<file path="src/rtl/cic_pdm_decim_pkg.sv">
// Shared constants, width helper and the round/saturate stage for the PDM CIC decimator.
package cic_pkg;

    localparam int ORDER_MAX      = 5;
    localparam int DECIM_LOG2_MAX = 8;
    localparam int SAT_W          = 64;

    typedef struct packed {
        logic                    sat;
        logic signed [SAT_W-1:0] value;
    } sat_result_t;

    function automatic int cic_acc_w(input int order, input int decim_log2);
        return order * decim_log2 + 2;
    endfunction

    // Round half up, arithmetic shift, then clip to a signed out_w-bit range.
    function automatic sat_result_t sat_round(input logic signed [SAT_W-1:0] value,
                                              input int shift, input int out_w);
        logic signed [SAT_W-1:0] rounded;
        logic signed [SAT_W-1:0] hi;
        logic signed [SAT_W-1:0] lo;
        sat_result_t             r;
        rounded = value;
        if (shift > 0) begin
            rounded = (value + (64'sd1 <<< (shift - 1))) >>> shift;
        end
        hi      = (64'sd1 <<< (out_w - 1)) - 64'sd1;
        lo      = -(64'sd1 <<< (out_w - 1));
        r.sat   = 1'b0;
        r.value = rounded;
        if (rounded > hi) begin
            r.sat   = 1'b1;
            r.value = hi;
        end else if (rounded < lo) begin
            r.sat   = 1'b1;
            r.value = lo;
        end
        return r;
    endfunction

endpackage

</file>
<file path="src/rtl/cic_pdm_decim_channel.sv">
// One CIC channel: wrap-around integrator cascade plus comb chain evaluated on decimation ticks.
module cic_channel
    import cic_pkg::*;
#(
    parameter int ORDER = 3,
    parameter int ACC_W = 20
) (
    input  logic             clk,
    input  logic             rst_n,
    input  logic             en,
    input  logic             tick,
    input  logic             clear,
    input  logic             pdm_bit,
    output logic [ACC_W-1:0] comb_out
);

    logic [ACC_W-1:0] integ    [ORDER];
    logic [ACC_W-1:0] dly      [ORDER];
    logic [ACC_W-1:0] stage_in [ORDER];
    logic [ACC_W-1:0] acc;

    always_ff @(posedge clk or negedge rst_n) begin
        if (!rst_n) begin
            for (int unsigned k = 0; k < ORDER; k++) begin
                integ[k] <= '0;
                dly[k]   <= '0;
            end
        end else if (clear) begin
            for (int unsigned k = 0; k < ORDER; k++) begin
                integ[k] <= '0;
                dly[k]   <= '0;
            end
        end else begin
            if (en) begin
                integ[0] <= integ[0] + (pdm_bit ? ACC_W'(1) : '1);
                for (int unsigned k = 1; k < ORDER; k++) begin
                    integ[k] <= integ[k] + integ[k-1];
                end
            end
            if (tick) begin
                for (int unsigned k = 0; k < ORDER; k++) begin
                    dly[k] <= stage_in[k];
                end
            end
        end
    end

    // Running difference keeps the chain free of array self-reference.
    always_comb begin
        acc = integ[ORDER-1];
        for (int unsigned k = 0; k < ORDER; k++) begin
            stage_in[k] = acc;
            acc         = acc - dly[k];
        end
        comb_out = acc;
    end

endmodule

</file>
<file path="src/rtl/cic_pdm_decim.sv">
// Multi-channel PDM-to-PCM CIC decimator with warm-up suppression, saturation and valid/ready output.
module cic_pdm_decim
    import cic_pkg::*;
#(
    parameter int CHANNELS   = 2,
    parameter int ORDER      = 3,
    parameter int DECIM_LOG2 = 6,
    parameter int OUT_W      = 16,
    parameter int OUT_SHIFT  = cic_acc_w(ORDER, DECIM_LOG2) - OUT_W
) (
    input  logic                      clk,
    input  logic                      rst_n,
    input  logic                      en,
    input  logic                      clear,
    input  logic [CHANNELS-1:0]       pdm_in,
    output logic [CHANNELS*OUT_W-1:0] pcm_data,
    output logic                      pcm_valid,
    input  logic                      pcm_ready,
    output logic                      pcm_sat,
    output logic                      overrun,
    input  logic                      overrun_clr
);

    localparam int ACC_W  = cic_acc_w(ORDER, DECIM_LOG2);
    localparam int WARM_W = $clog2(ORDER_MAX + 1);
    localparam logic [WARM_W-1:0] WARM_DONE = WARM_W'(ORDER);

    if (ORDER < 1 || ORDER > ORDER_MAX) begin : g_bad_order
        $error("cic_pdm_decim: ORDER must be in 1..%0d", ORDER_MAX);
    end
    if (DECIM_LOG2 < 2 || DECIM_LOG2 > DECIM_LOG2_MAX) begin : g_bad_decim
        $error("cic_pdm_decim: DECIM_LOG2 must be in 2..%0d", DECIM_LOG2_MAX);
    end
    if (OUT_SHIFT < 0 || OUT_SHIFT >= ACC_W) begin : g_bad_shift
        $error("cic_pdm_decim: OUT_SHIFT must be in 0..ACC_W-1");
    end

    logic [DECIM_LOG2-1:0]     dec_cnt;
    logic [WARM_W-1:0]         warm_cnt;
    logic                      tick;
    logic                      deliver;
    logic [ACC_W-1:0]          comb_out [CHANNELS];
    logic [CHANNELS*OUT_W-1:0] next_data;
    logic                      next_sat;
    logic [OUT_W:0]            scaled;

    assign tick    = en && (dec_cnt == '1);
    assign deliver = tick && !clear && (warm_cnt == WARM_DONE);

    for (genvar ch = 0; ch < CHANNELS; ch++) begin : g_ch
        cic_channel #(
            .ORDER (ORDER),
            .ACC_W (ACC_W)
        ) u_channel (
            .clk      (clk),
            .rst_n    (rst_n),
            .en       (en),
            .tick     (tick),
            .clear    (clear),
            .pdm_bit  (pdm_in[ch]),
            .comb_out (comb_out[ch])
        );
    end

    function automatic logic [OUT_W:0] scale_sample(input logic [ACC_W-1:0] c);
        sat_result_t r;
        r = sat_round(SAT_W'(signed'(c)), OUT_SHIFT, OUT_W);
        return {r.sat, r.value[OUT_W-1:0]};
    endfunction

    always_comb begin
        next_data = '0;
        next_sat  = 1'b0;
        scaled    = '0;
        for (int unsigned ch = 0; ch < CHANNELS; ch++) begin
            scaled                       = scale_sample(comb_out[ch]);
            next_data[ch*OUT_W +: OUT_W] = scaled[OUT_W-1:0];
            next_sat                     = next_sat | scaled[OUT_W];
        end
    end

    always_ff @(posedge clk or negedge rst_n) begin
        if (!rst_n) begin
            dec_cnt   <= '0;
            warm_cnt  <= '0;
            pcm_data  <= '0;
            pcm_valid <= 1'b0;
            pcm_sat   <= 1'b0;
        end else if (clear) begin
            dec_cnt   <= '0;
            warm_cnt  <= '0;
            pcm_data  <= '0;
            pcm_valid <= 1'b0;
            pcm_sat   <= 1'b0;
        end else begin
            if (en) begin
                dec_cnt <= dec_cnt + DECIM_LOG2'(1);
            end
            if (tick && warm_cnt != WARM_DONE) begin
                warm_cnt <= warm_cnt + WARM_W'(1);
            end
            if (deliver) begin
                pcm_data  <= next_data;
                pcm_sat   <= next_sat;
                pcm_valid <= 1'b1;
            end else if (pcm_valid && pcm_ready) begin
                pcm_valid <= 1'b0;
            end
        end
    end

    // deliver is already masked by clear, so a clear never raises overrun.
    always_ff @(posedge clk or negedge rst_n) begin
        if (!rst_n) begin
            overrun <= 1'b0;
        end else if (deliver && pcm_valid && !pcm_ready) begin
            overrun <= 1'b1;
        end else if (overrun_clr) begin
            overrun <= 1'b0;
        end
    end

endmodule

</file>
<file path="config.mk">
export PLATFORM = sky130hd
export DESIGN_NAME = cic_pdm_decim
export DESIGN_NICKNAME = d
export VERILOG_FILES = /design/src/rtl/cic_pdm_decim_pkg.sv /design/src/rtl/cic_pdm_decim_channel.sv /design/src/rtl/cic_pdm_decim.sv
export SDC_FILE = /design/constraint.sdc
export NUM_CORES = 1
export LEC_CHECK = 0
export BUFFER_PORTS_ARGS = -buffer_cell sky130_fd_sc_hd__buf_2
export CAP_MARGIN = 25
export CORE_ASPECT_RATIO = 0.9
export CORE_UTILIZATION = 70
export DETAILED_ROUTE_END_ITERATION = 8
export GPL_TIMING_DRIVEN = 0
export PLACE_DENSITY = 0.85
export SYNTH_ARGS = -nofsm -noshare
export SYNTH_HDL_FRONTEND = slang
export SYNTH_SLANG_ARGS = --single-unit
</file>
<file path="constraint.sdc">
create_clock -name clk -period 13.25 [get_ports clk]
set_input_delay 1.9875 -clock clk [delete_from_list [all_inputs] [get_ports clk]]
set_output_delay 1.9875 -clock clk [all_outputs]
set_load 0.02 [all_outputs]
</file>
==> reports/qor.yml <==
status: "completed"
ctsResizeCount: 0
vias_per_cell: 6.19
coreArea_um2: 30800
drt_iter0_drc: 1344
root_buffer: "clkbuf_16"
ys_seq_elements: 284
ys_warn_count: 0
fillCellCount: 2170
syn-num-nets: 2865
finalClockSkew_ps: 11.2
slew_headroom_pct: 30.0
fin_crit_sh_pct: 55.5
grt_pass1_vias: 19100
yosys.area.top_type: "dfrtp_1"
postSynthCellCount: 2618
synth.distinct_cells: 82
drc_errors: 0
cp-end-kind: "register"
clock-sinks: 284
yosys.area.top_type_share_pct: 32.5
first_pass_iters: 5
multi_input_area_um2: 13800
vias: 19400
clkPwrFrac_pct: 18.2
clk_path_buf_depth: 3
synth_most_common_cell: "nand2_1"
power_switching_share_pct: 44.8
hp-class: "register to register"
synth-main-ff-cell: "dfrtp_1"
avgSynthCellArea_um2: 8.35
hold_buffers: 0
finalWirelength_um: 55500
areaGrowthSynthToFinish_pct: 9.16
final_hold_viol_count: 0
layout_min_cycle_time_ps: 7350
rsz0062_at_grt: "false"
wire_per_inst_um: 17.7
fin_nets: 2944
arrival_ps: 7800
power_switching_uw: 2490
die-width_um: 188
portBuffers: 41
synth_area_um2: 21900
routabilityCongestion: 0.913
crit_path_start_kind: "register"
cpMostUsedCell: "a21oi_1"
io_pins: 43
ys_seq_area_share_pct: 32.5
final-setup-viol-count: 0
power.total_uw: 5560
intPower_uw: 3070
dieArea_um2: 31900
pwr-share-seq_pct: 17.5
cp_slowest_cell: "dfrtp_1"
drive_gt1_share_pct: 4.63
cts_buffers: 34
critPathKind: "register to register"
max_freq_mhz: 136
htreeDepth: 2
slew_violations: 0
postCtsSetupBuffers: 0
grt_overflow_total: 0
synth.area.top_cells: "dfrtp_1 33%, ha_1 13%, a21oi_1 6.4%"
fin_cells: 3131
synth_common_cells: "315 x nand2_1, 286 x nor2_1, 284 x dfrtp_1, 278 x a21oi_1, 229 x ha_1"
tns_ps: 0
n_antenna_cell: 0
dpl.cell_count: 3070
seq_area_um2: 7110
crit_buf_inv: 4
grt_pass1_wl_um: 90300
grt_max_degree: 125
dp_hpwl_um: 40800
p_comb_share_pct: 64.4
synthArstFlopShare_pct: 100
critPathMaxStageDelay_ps: 430
antenna_found_initial: 0
rows: 61
critPathMaxFanout: 10
vdd_drop_max_mv: 0.228
final_antenna_net_count: 0
cts_tree: "built"
grt_usage_pct: 34.5
die_y_um: 170
drv_cap: 0
cts.clk_slew.worst_paths_ps: 60
synth_edf_count: 0
worst-slew-pin-transition_ps: 1050
initial_core_util_pct: 70.9
clk_latency_ps: 520
cp.required_ps: 13700
p_per_area_nw_per_um2: 233
crit_family: "compound AO/OA/AOI/OAI gates"
hold-worst-slack_ps: 503
leakage_uw: 0.0112
power groups by stage:
stage,registers [uW],clock network (uW),logic (uW)
after global placement,980,0,3350
after floorplan,962,0,2860
after global routing,975,1050,3940
final,971,1010,3580
after CTS,969,1020,3540
after detailed placement,984,0,3500
worst reg2reg max path: cells and delay by family (launching register included):
kind / cells / cell delay (ps)
adders and majority gates: 4 / 1190
xor gates and xnor gates: 5 / 1090
muxes: 1 / 380
buffers and inverters: 4 / 610
and+or+nand+nor: 4 / 670
AOI/OAI and AO/OA: 15 / 2910
DFF: 1 / 430
registers in the layout (all words and copies together), names as in the netlist:
register,cells
pcm_data,32
g_ch.u_channel.integ,120
dec_cnt,6
overrun,1
pcm_sat,1
g_ch.u_channel.dly,120
pcm_valid,1
warm_cnt,3
cells in the final DEF, fill, tap and decap left out, types with 7 or more instances in the layout:
master	synthesis	final
nand2_1	315	315
nor2_1	286	286
dfrtp_1	284	284
a21oi_1	278	278
ha_1	229	229
inv_1	168	168
xnor2_1	140	140
o21ai_0	110	110
clkbuf_1	77	83
xor2_1	82	82
nand3_1	71	71
mux2i_1	69	69
a21o_1	68	68
nor3_1	53	53
buf_2	2	42
clkbuf_16	0	37
nor2b_1	31	31
nand2b_1	28	28
o21a_1	27	27
a211oi_1	27	27
o21bai_1	26	26
or3_1	25	25
and3_1	19	19
a31oi_1	15	15
o211ai_1	13	13
buf_1	12	12
nand4_1	10	10
fa_1	10	10
clkbuf_8	0	9
and2_1	8	8
a21boi_0	7	7
o31a_1	7	7
o31ai_1	7	7
a211o_1	7	7
per-layer routing:
layer / vias to the layer above / wire [um] / GRT usage, %
li1: 9274 / - / -
met1: 9294 / 22900 / 42.1
met2: 697 / 27700 / 62.2
met3: 131 / 3360 / 3.95
met4: 0 / 1600 / 13.7
met5: - / 0 / 0
metrics by stage:
step                      util (%)  worst slack (ps)  area (um2)
after floorplan                  -              7280       21900
after global routing          77.4              5380       23900
after detailed placement      73.4              6170       22600
final                         77.4              5900       23900
after global placement        73.2              4930       22600
after CTS                     77.4              6060       23900
worst paths after layout:
path / from / endpoint / slack, ps / depth (start not counted)
min in group asynchronous: rst_n / pcm_data[20]$_DFFE_PN0P_ / 1380 / 1
max: g_ch[0].u_channel.integ[0]$_DFFE_PN0P_ / pcm_data[10]$_DFFE_PN0P_ / 5900 / 33
min: pcm_data[6]$_DFFE_PN0P_ / pcm_data[6]$_DFFE_PN0P_ / 500 / 2
min reg2reg: pcm_data[6]$_DFFE_PN0P_ / pcm_data[6]$_DFFE_PN0P_ / 500 / 2
max reg2reg: g_ch[0].u_channel.integ[0]$_DFFE_PN0P_ / pcm_data[10]$_DFFE_PN0P_ / 5900 / 33
max in group asynchronous: rst_n / g_ch[1].u_channel.integ[34]$_DFFE_PN0P_ / 10900 / 2
kinds of logic after synthesis:
| logic type | count (synthesis) | share of synthesized area, % |
|---|---|---|
| buffers and inverters | 261 | 4.51 |
| adders and majority gates | 240 | 14.1 |
| DFF | 284 | 32.5 |
| muxes | 74 | 3.43 |
| xor gates and xnor gates | 225 | 9.21 |
| AOI/OAI and AO/OA | 657 | 18.4 |
| and+or+nand+nor | 877 | 17.9 |
layout make-up:
type	instances	share of cell area (%)
multi-input combinational	2073	57.7
buffer	92	1.47
timing repair buffer	43	1.13
inverter	169	2.66
clock inverter	9	0.619
clock buffer	52	4.49
tap	409	2.14
sequential	284	29.8
No activity file was read; power rests on OpenSTA's default activity.
